--- config.mk ---
export PLATFORM = sky130hd
export DESIGN_NAME = fill_rect
export DESIGN_NICKNAME = d
export VERILOG_FILES = /design/src/rtl/fill_pkg.sv /design/src/rtl/rect_clip.sv /design/src/rtl/fill_rect.sv
export SDC_FILE = /design/constraint.sdc
export NUM_CORES = 1
export LEC_CHECK = 0
export ABC_AREA = 1
export CORE_AREA = 2 2 142 144
export DETAILED_ROUTE_END_ITERATION = 7
export DIE_AREA = 0 0 144 146
export PLACE_DENSITY_LB_ADDON = 0.1
export REMOVE_ABC_BUFFERS = 1
export SYNTH_ARGS = -nofsm -noshare
export SYNTH_HDL_FRONTEND = slang
export SYNTH_SLANG_ARGS = --single-unit
--- constraint.sdc ---
create_clock -name clk -period 2.93 [get_ports clk]
set_input_delay 0.293 -clock clk [delete_from_list [all_inputs] [get_ports clk]]
set_output_delay 0.293 -clock clk [all_outputs]
set_load 0.03 [all_outputs]
--- src/rtl/fill_pkg.sv ---
// Shared state encoding and default screen geometry for the rectangle filler.
`default_nettype none

package fill_pkg;

  typedef enum logic [1:0] {
    IDLE  = 2'd0,
    SETUP = 2'd1,
    PLOT  = 2'd2,
    DONE  = 2'd3
  } fill_state_t;

  localparam int DEF_SCREEN_W = 320;
  localparam int DEF_SCREEN_H = 240;
  localparam int DEF_X_W      = 9;
  localparam int DEF_Y_W      = 8;
  localparam int DEF_COLOUR_W = 3;

endpackage

`default_nettype wire

--- src/rtl/rect_clip.sv ---
// Combinational corner normalisation and screen clipping for fill_rect.
`default_nettype none

module rect_clip
  import fill_pkg::*;
#(
  parameter int SCREEN_W = DEF_SCREEN_W,
  parameter int SCREEN_H = DEF_SCREEN_H,
  parameter int X_W      = DEF_X_W,
  parameter int Y_W      = DEF_Y_W
) (
  input  logic [X_W-1:0] x0,
  input  logic [Y_W-1:0] y0,
  input  logic [X_W-1:0] x1,
  input  logic [Y_W-1:0] y1,
  output logic [X_W-1:0] x_lo,
  output logic [X_W-1:0] x_hi,
  output logic [Y_W-1:0] y_lo,
  output logic [Y_W-1:0] y_hi,
  output logic           empty
);

  localparam logic [X_W-1:0] X_MAX = X_W'(SCREEN_W - 1);
  localparam logic [Y_W-1:0] Y_MAX = Y_W'(SCREEN_H - 1);

  logic [X_W-1:0] x_hi_raw;
  logic [Y_W-1:0] y_hi_raw;

  assign x_lo     = (x0 < x1) ? x0 : x1;
  assign x_hi_raw = (x0 < x1) ? x1 : x0;
  assign y_lo     = (y0 < y1) ? y0 : y1;
  assign y_hi_raw = (y0 < y1) ? y1 : y0;

  // Only the far corner is clipped; a near corner past the edge means nothing is visible.
  assign x_hi  = (x_hi_raw > X_MAX) ? X_MAX : x_hi_raw;
  assign y_hi  = (y_hi_raw > Y_MAX) ? Y_MAX : y_hi_raw;
  assign empty = (x_lo > X_MAX) || (y_lo > Y_MAX);

endmodule

`default_nettype wire

--- src/rtl/fill_rect.sv ---
// Rectangle filler (solid or outline) driving the VGA adapter pixel-write port.
`default_nettype none

module fill_rect
  import fill_pkg::*;
#(
  parameter int SCREEN_W = DEF_SCREEN_W,
  parameter int SCREEN_H = DEF_SCREEN_H,
  parameter int X_W      = DEF_X_W,
  parameter int Y_W      = DEF_Y_W,
  parameter int COLOUR_W = DEF_COLOUR_W
) (
  input  logic                clk,
  input  logic                rst_n,
  input  logic                start,
  input  logic [X_W-1:0]      x0,
  input  logic [Y_W-1:0]      y0,
  input  logic [X_W-1:0]      x1,
  input  logic [Y_W-1:0]      y1,
  input  logic [COLOUR_W-1:0] colour,
  input  logic                outline,
  output logic                busy,
  output logic                done,
  output logic [X_W-1:0]      vga_x,
  output logic [Y_W-1:0]      vga_y,
  output logic [COLOUR_W-1:0] vga_colour,
  output logic                vga_plot
);

  fill_state_t         state;
  logic [X_W-1:0]      ax, bx, cx, x_lo_r, x_hi_r;
  logic [Y_W-1:0]      ay, by, cy, y_lo_r, y_hi_r;
  logic [COLOUR_W-1:0] colour_r;
  logic                outline_r;

  logic [X_W-1:0] clip_x_lo, clip_x_hi;
  logic [Y_W-1:0] clip_y_lo, clip_y_hi;
  logic           clip_empty;

  rect_clip #(
    .SCREEN_W(SCREEN_W),
    .SCREEN_H(SCREEN_H),
    .X_W     (X_W),
    .Y_W     (Y_W)
  ) u_clip (
    .x0   (ax),
    .y0   (ay),
    .x1   (bx),
    .y1   (by),
    .x_lo (clip_x_lo),
    .x_hi (clip_x_hi),
    .y_lo (clip_y_lo),
    .y_hi (clip_y_hi),
    .empty(clip_empty)
  );

  logic row_end, last_px, interior_row;

  assign row_end      = (cx == x_hi_r);
  assign last_px      = row_end && (cy == y_hi_r);
  assign interior_row = (cy != y_lo_r) && (cy != y_hi_r);

  // The pixel counters double as the output coordinates, so they hold outside PLOT.
  assign vga_x = cx;
  assign vga_y = cy;

  always_ff @(posedge clk or negedge rst_n) begin
    if (!rst_n) begin
      state      <= IDLE;
      ax         <= '0;
      ay         <= '0;
      bx         <= '0;
      by         <= '0;
      colour_r   <= '0;
      outline_r  <= 1'b0;
      x_lo_r     <= '0;
      x_hi_r     <= '0;
      y_lo_r     <= '0;
      y_hi_r     <= '0;
      cx         <= '0;
      cy         <= '0;
      busy       <= 1'b0;
      done       <= 1'b0;
      vga_colour <= '0;
      vga_plot   <= 1'b0;
    end else begin
      case (state)
        IDLE: begin
          if (start) begin
            ax        <= x0;
            ay        <= y0;
            bx        <= x1;
            by        <= y1;
            colour_r  <= colour;
            outline_r <= outline;
            busy      <= 1'b1;
            state     <= SETUP;
          end
        end
        SETUP: begin
          x_lo_r <= clip_x_lo;
          x_hi_r <= clip_x_hi;
          y_lo_r <= clip_y_lo;
          y_hi_r <= clip_y_hi;
          if (clip_empty) begin
            busy  <= 1'b0;
            done  <= 1'b1;
            state <= DONE;
          end else begin
            cx         <= clip_x_lo;
            cy         <= clip_y_lo;
            vga_colour <= colour_r;
            vga_plot   <= 1'b1;
            state      <= PLOT;
          end
        end
        PLOT: begin
          if (last_px) begin
            vga_plot <= 1'b0;
            busy     <= 1'b0;
            done     <= 1'b1;
            state    <= DONE;
          end else if (row_end) begin
            cx <= x_lo_r;
            cy <= cy + 1'b1;
          end else if (outline_r && interior_row && (cx == x_lo_r)) begin
            cx <= x_hi_r;
          end else begin
            cx <= cx + 1'b1;
          end
        end
        DONE: begin
          if (!start) begin
            done  <= 1'b0;
            state <= IDLE;
          end
        end
        default: state <= IDLE;
      endcase
    end
  end

endmodule

`default_nettype wire

# --- After elaboration in Yosys (flattened, before gate mapping) ---
# Cells that the tools add are included.
totals:
  reg_bits: 97
  output_inout_bits: 23
  inputBits: 41
  wordCells: 88
  mem_bits_ro: 0
  latch_bits: 0
  ramBits: 0
  n_memories: 0
op_classes:
  muxes: 30
  n_addsub: 2
  n_div: 0
  reduce_logical: 17
  n_bitwise: 1
  shift: 0
  order_cmp: 6
  eq_ne: 15
  multipliers: 0
ops:
  columns: ["operator", "n"]
  rows:
  - ["9-bit two-way mux", 7]
  - ["8-bit two-way mux", 6]
  - ["9-bit equality test", 2]
  - ["9-bit greater-than comparator (second input constant)", 2]
  - ["9-bit one-hot mux with 2 select lines", 1]
  - ["8-bit greater-than comparator (second input constant)", 2]
  - ["8-bit != test", 2]
  - ["8-bit one-hot mux with 2 select lines", 1]
  - ["2-bit != test (second input constant)", 7]
  - ["4-bit AND reduction", 3]
  - ["9-bit by 1-bit adder with 9-bit output (second input constant)", 1]
  - ["9-bit less-than comparator", 1]
  - ["3-bit AND reduction", 3]
  - ["8-bit by 1-bit adder with 8-bit output (second input constant)", 1]
  - ["8-bit equality test", 1]
  - ["8-bit less-than comparator", 1]
  - ["1-bit two-way mux", 8]
  - ["2-bit one-hot mux with 4 select lines", 1]
  - ["2-bit two-way mux", 3]
  - ["1-bit one-hot mux with 3 select lines", 2]
  - ["3-bit nonzero test", 2]
  - ["2-bit equality test (second input constant)", 2]
  - ["1-bit logical AND", 4]
  - ["2-bit AND reduction", 2]
  - ["other kinds (6)", 6]

# --- Depth between registers and ports, before layout ---
logic_depth:
  depth_word: 8
  mapped_depth: 18
  depth_no_buf: 17

# --- Hierarchy ---
# A second synthesis with hierarchy kept.
unflattened:
  cells_unflattened: 761
  area_unflattened_um2: 6073.3
modules_own_cells:
  columns: ["mod", "area_per_inst_um2", "cells_each", "n_inst", "seq_area_each_um2"]
  rows:
  - ["fill_rect", 5037.3, 565, 1, 2427.3]
  - ["rect_clip", 1036.0, 196, 1, 0.0]

# --- Worst setup path after synthesis ---
# OpenSTA, ideal clock, no wires.
synth_path:
  path_kind: "reg2reg"
  startpoint: "reg bx[8]"
  endpoint: "reg x_hi_r[0]"
  period_less_slack_ns: 2.061
  path_slack_ns: 0.869
  required_ns: 2.786
  path_stages_with_launch: 12
  path_buffers: 2
  setup_ns: 0.144
  t_arrival_ns: 1.917
  path_cell_list: "dfrtp_1 -> inv_1 -> ha_1 -> a21oi_1 -> o21a_1 -> nand3_2 -> buf_4 -> buf_4 -> o21ai_1 -> a21oi_1 -> nor2_1 -> a22oi_1"
synth_between:
  elab_chain_cells: 4
synth_rtl:
  columns: ["item", "line", "rtl"]
  rows:
  - ["from (decl)", "fill_rect.sv:31", "logic [X_W-1:0] ax, bx, cx, x_lo_r, x_hi_r;"]
  - ["from (signal assigned)", "fill_rect.sv:72", "bx <= '0;"]
  - ["from (signal assigned)", "fill_rect.sv:92", "bx <= x1;"]
  - ["9-bit less-than comparator", "rect_clip.sv:30", "assign x_hi_raw = (x0 < x1) ? x1 : x0;"]
  - ["9-bit two-way mux (*)", "rect_clip.sv:30", null]
  - ["9-bit greater-than comparator", "rect_clip.sv:35", "assign x_hi = (x_hi_raw > X_MAX) ? X_MAX : x_hi_raw;"]
  - ["9-bit two-way mux (*)", "rect_clip.sv:35", null]
  - ["to (signal assigned)", "fill_rect.sv:102", "x_hi_r <= clip_x_hi;"]
  - ["to (decl)", "fill_rect.sv:31", null]
# Mark *: on every way between the ends. The rest lies on a longest branch, timed or not.
# A chain may end at the register's enable or synchronous reset.

# --- Final worst setup path ---
layout_path:
  startpoint: "reg bx[8]"
  endpoint: "reg cy[0], in the netlist vga_y[0]"
layout_between:
  elab_chain_cells: 6
layout_rtl:
  columns: ["item", "line", "rtl"]
  rows:
  - ["9-bit less-than comparator", "rect_clip.sv:29", "assign x_lo = (x0 < x1) ? x0 : x1;"]
  - ["9-bit two-way mux (*)", "rect_clip.sv:29", null]
  - ["9-bit greater-than comparator (*)", "rect_clip.sv:37", "assign empty = (x_lo > X_MAX) || (y_lo > Y_MAX);"]
  - ["1-bit logical OR (*)", "rect_clip.sv:37", null]
  - ["2-bit != test (no source line) (*)", null, null]
  - ["4-bit AND reduction (no source line) (*)", null, null]
  - ["to (signal assigned)", "fill_rect.sv:111", "cy <= clip_y_lo;"]
  - ["to (signal assigned)", "fill_rect.sv:125", "cy <= cy + 1'b1;"]
  - ["to (decl)", "fill_rect.sv:32", "logic [Y_W-1:0] ay, by, cy, y_lo_r, y_hi_r;"]
# Marks and branches as above.

==> flow_summary.yaml <==
status:
  status: "completed"
synth:
  synth-main-ff-cell: "dfrtp_1"
  ys_types: 41
  synth_edf_count: 0
  synth_seq_area_share_pct: 42.2
  synth_area_mm2: 0.00575
  yosysMostFrequentCell: "nand2_1"
  synth.area.top_cells: "dfrtp_1 42%, nand2_1 13%, ha_1 4.8%"
  async_flop_share_pct: 100
  netlist_top_cells_count: "194 x nand2_1, 97 x dfrtp_1, 67 x inv_1, 55 x nor2_1, 55 x o21ai_0"
  ys_ff_latch: 97
  synth.largest_area_cell: "dfrtp_1"
  synth.avg_cell_area_um2: 7.83
  yosys_warnings: 0
  netlist_instances: 734
  yosysTopAreaCellShare_pct: 42.2
global_route:
  grt_max_degree: 52
  grt_pass1_vias: 4765
  grt_pass1_wl_um: 25400
  grt_overflow_total: 0
  grt_use_total_pct: 15.5
  antenna_found_initial: 0
hold_path:
  min_from: "done$_DFFE_PN0P_"
  hold_class: "reg -> reg"
  whs_endpoint: "done$_DFFE_PN0P_"
  min_path_cells: 2
detailed_routing:
  route.detailed.drc: 0
  drt_wl_total_um: 15700
  vias: 5005
  wire_per_inst_um: 14.7
  post_drt_via_cell_ratio: 4.71
  drtIter0Drc: 276
  firstDrtPassIters: 4
  ant_nets: 0
timing:
  max_clock_freq_ghz: 0.403
  final_max_slew_viol_count: 0
  grt_setup_unrepaired: "no"
  finalCritPeriodShare_pct: 84.7
  fin_skew_ps: 7.68
  slew_headroom_pct: 56.0
  fin_crit_ps: 2480
  totalNegativeSetupSlack_ps: 0
  max_slew.worst_pin.slew_ps: 661
  setup-violations-final: 0
  hold_viol: 0
clock_network:
  cts_setup_buffers: 0
  cts_buffer_depth: 2
  root_buffer: "clkbuf_16"
  h-tree-depth: 3
  cts_tree: "yes"
  cts_resized: 0
  clk_latency_ps: 350
  path_clk_slew_ps: 70
  cts.sinks: 97
  cts_buffers: 9
power:
  p_per_area_mw_per_mm2: 1340
  leakagePower_nw: 3.36
  power_mw: 9.45
  ir_worst_vdd_v: 0.000405
worst_setup_path:
  slowest_stage: "dfrtp_1"
  crit_path_cell_trace: "inv_1 -> ha_1 -> nand2_1 -> nor2_1 -> o211ai_2 -> nand3_2 -> nand2_1 -> nand2_1 -> nand2_1 -> nand2_1 -> nand2_1 -> nand2_2 -> buf_12 -> nand3_2 -> nand2_1 -> nand2_1"
  cp_max_fo: 22
  r2r_end: "vga_y[0]$_DFFE_PN0P_"
  reg2reg_from: "bx[8]$_DFFE_PN0P_"
  max_stage_delay_ps: 390
  path_buf_inv: 2
  path_class: "reg -> reg"
  critical_path.top_delay_family: "simple AND/OR/NAND/NOR gates"
  crit_path_end_kind: "flip-flop"
  r2r_cells: 16
  cp_common_cell: "nand2_1"
  rrSetupSlack_ps: 450
  worst_ep_required_time_ps: 3170
  critPathLaunchType: "flip-flop"
  cp.arrival_ps: 2720
die:
  core_area_mm2: 0.0193
  die_area_mm2: 0.0210
  die_width_um: 144
  io_pins: 64
  start_util_pct: 29.7
  die_h_um: 146
  rows: 51
finish:
  utilization_pct: 36.3
  area_growth_pct: 22.2
  fill_cells: 2038
  fin_nets: 856
  drive_gt1_share_pct: 8.02
  antenna_cells: 0
placement:
  port_buffers: 63
  gp_routability_congestion: 0.875
  dp_hpwl_um: 11400
run:
  max_cap_viol_count: 0
## metrics by stage
step                instance area [µm²]  std cells  hold slack (ps)  worst slack [ps]
floorplan                          5600        705            -2.59               468
global placement                   6700       1046              372               497
detailed placement                 6700       1046              375               433
CTS                                7030       1063              482               421
global route                       7030       1063              510               154
finish                             7030       1063              480               447
## how the worst max path moves through the flow
stage,from,end,slack (ps),cells after the start
floorplan,bx[8]$_DFFE_PN0P_,vga_y[2]$_DFFE_PN0P_,470,12
CTS,bx[8]$_DFFE_PN0P_,vga_y[3]$_DFFE_PN0P_,420,16
detailed placement,bx[8]$_DFFE_PN0P_,vga_y[3]$_DFFE_PN0P_,430,16
global route,bx[8]$_DFFE_PN0P_,vga_y[2]$_DFFE_PN0P_,150,16
finish,bx[8]$_DFFE_PN0P_,vga_y[0]$_DFFE_PN0P_,450,16
global placement,bx[8]$_DFFE_PN0P_,vga_x[2]$_DFFE_PN0P_,500,12
## placed cells by master, fill, tap and decap left out, drive strengths merged, types with 22 or more instances in the layout
| master | count |
|---|---|
| nand2 | 200 |
| nor2 | 56 |
| a21oi | 52 |
| clkdlybuf4s50 | 62 |
| ha | 22 |
| nand3 | 45 |
| nand4 | 23 |
| dfrtp | 97 |
| inv | 70 |
| o21ai | 58 |
## final cells by class
cell class              instances  area [µm²]  share of cell area [%]
multi-input cells             539        2920                    41.6
repair buffers                 77         773                    11.0
inverters                      69         259                    3.69
clock inverters                 4        48.8                   0.694
clock buffers                  12         267                    3.79
well taps                     265         332                    4.72
flip-flops and latches         97        2430                    34.5
## report_power, final
| group | switching, mW | total (mW) | internal, mW | leakage, nW |
|---|---|---|---|---|
| Sequential | 0.630 | 2.64 | 2.01 | 1.10 |
| Combinational | 3.43 | 5.53 | 2.10 | 2.10 |
| Clock | 0.542 | 1.27 | 0.733 | 0.159 |
| Total | 4.61 | 9.45 | 4.84 | 3.36 |
## tightest hold or removal path, stage by stage (launching register included)
cell	delay, ps
dfrtp_1	350
nand2_1	50
nand2_1	50
## layer usage
layer  routed length (µm)  GRT usage, %  up-vias  part of all wire (%)
met3                  643          2.30       22                   4.1
li1                     -             -     2525                     -
met5                    0             0        -                     0
met1                 7930          23.0     2356                    51
met2                 6750          22.7      102                    43
met4                  339          5.54        0                   2.2
## registers in the layout, indices dropped and copies added (netlist names)
name / flops
x_lo_r: 9
state: 2
x_hi_r: 9
y_lo_r: 8
ay: 8
vga_plot: 1
busy: 1
colour_r: 3
done: 1
y_hi_r: 8
bx: 9
outline_r: 1
vga_y: 8
vga_colour: 3
vga_x: 9
by: 8
ax: 9
## cells by family (layout without fill, tap and decap cells)
| group | Yosys count | after routing | share of synthesized area, % |
|---|---|---|---|
| AND/OR/NAND/NOR | 345 | 345 | 26.7 |
| flip-flops | 97 | 97 | 42.2 |
| AO/OA/AOI/OAI | 133 | 133 | 12.9 |
| buffers and inverters | 98 | 162 | 7.01 |
| adder cells (fa/ha/maj) | 22 | 22 | 4.79 |
| XOR/XNOR | 28 | 28 | 4.27 |
| multiplexers | 11 | 11 | 2.11 |
## timing repair
item / 4_1_cts / 5_1_grt
hold buffers: 1 / 0
endpoints found under the setup margin: 0 / 0
endpoints found under the hold margin: 4 / 0
Note: power is estimated with default switching activity, not from simulation.
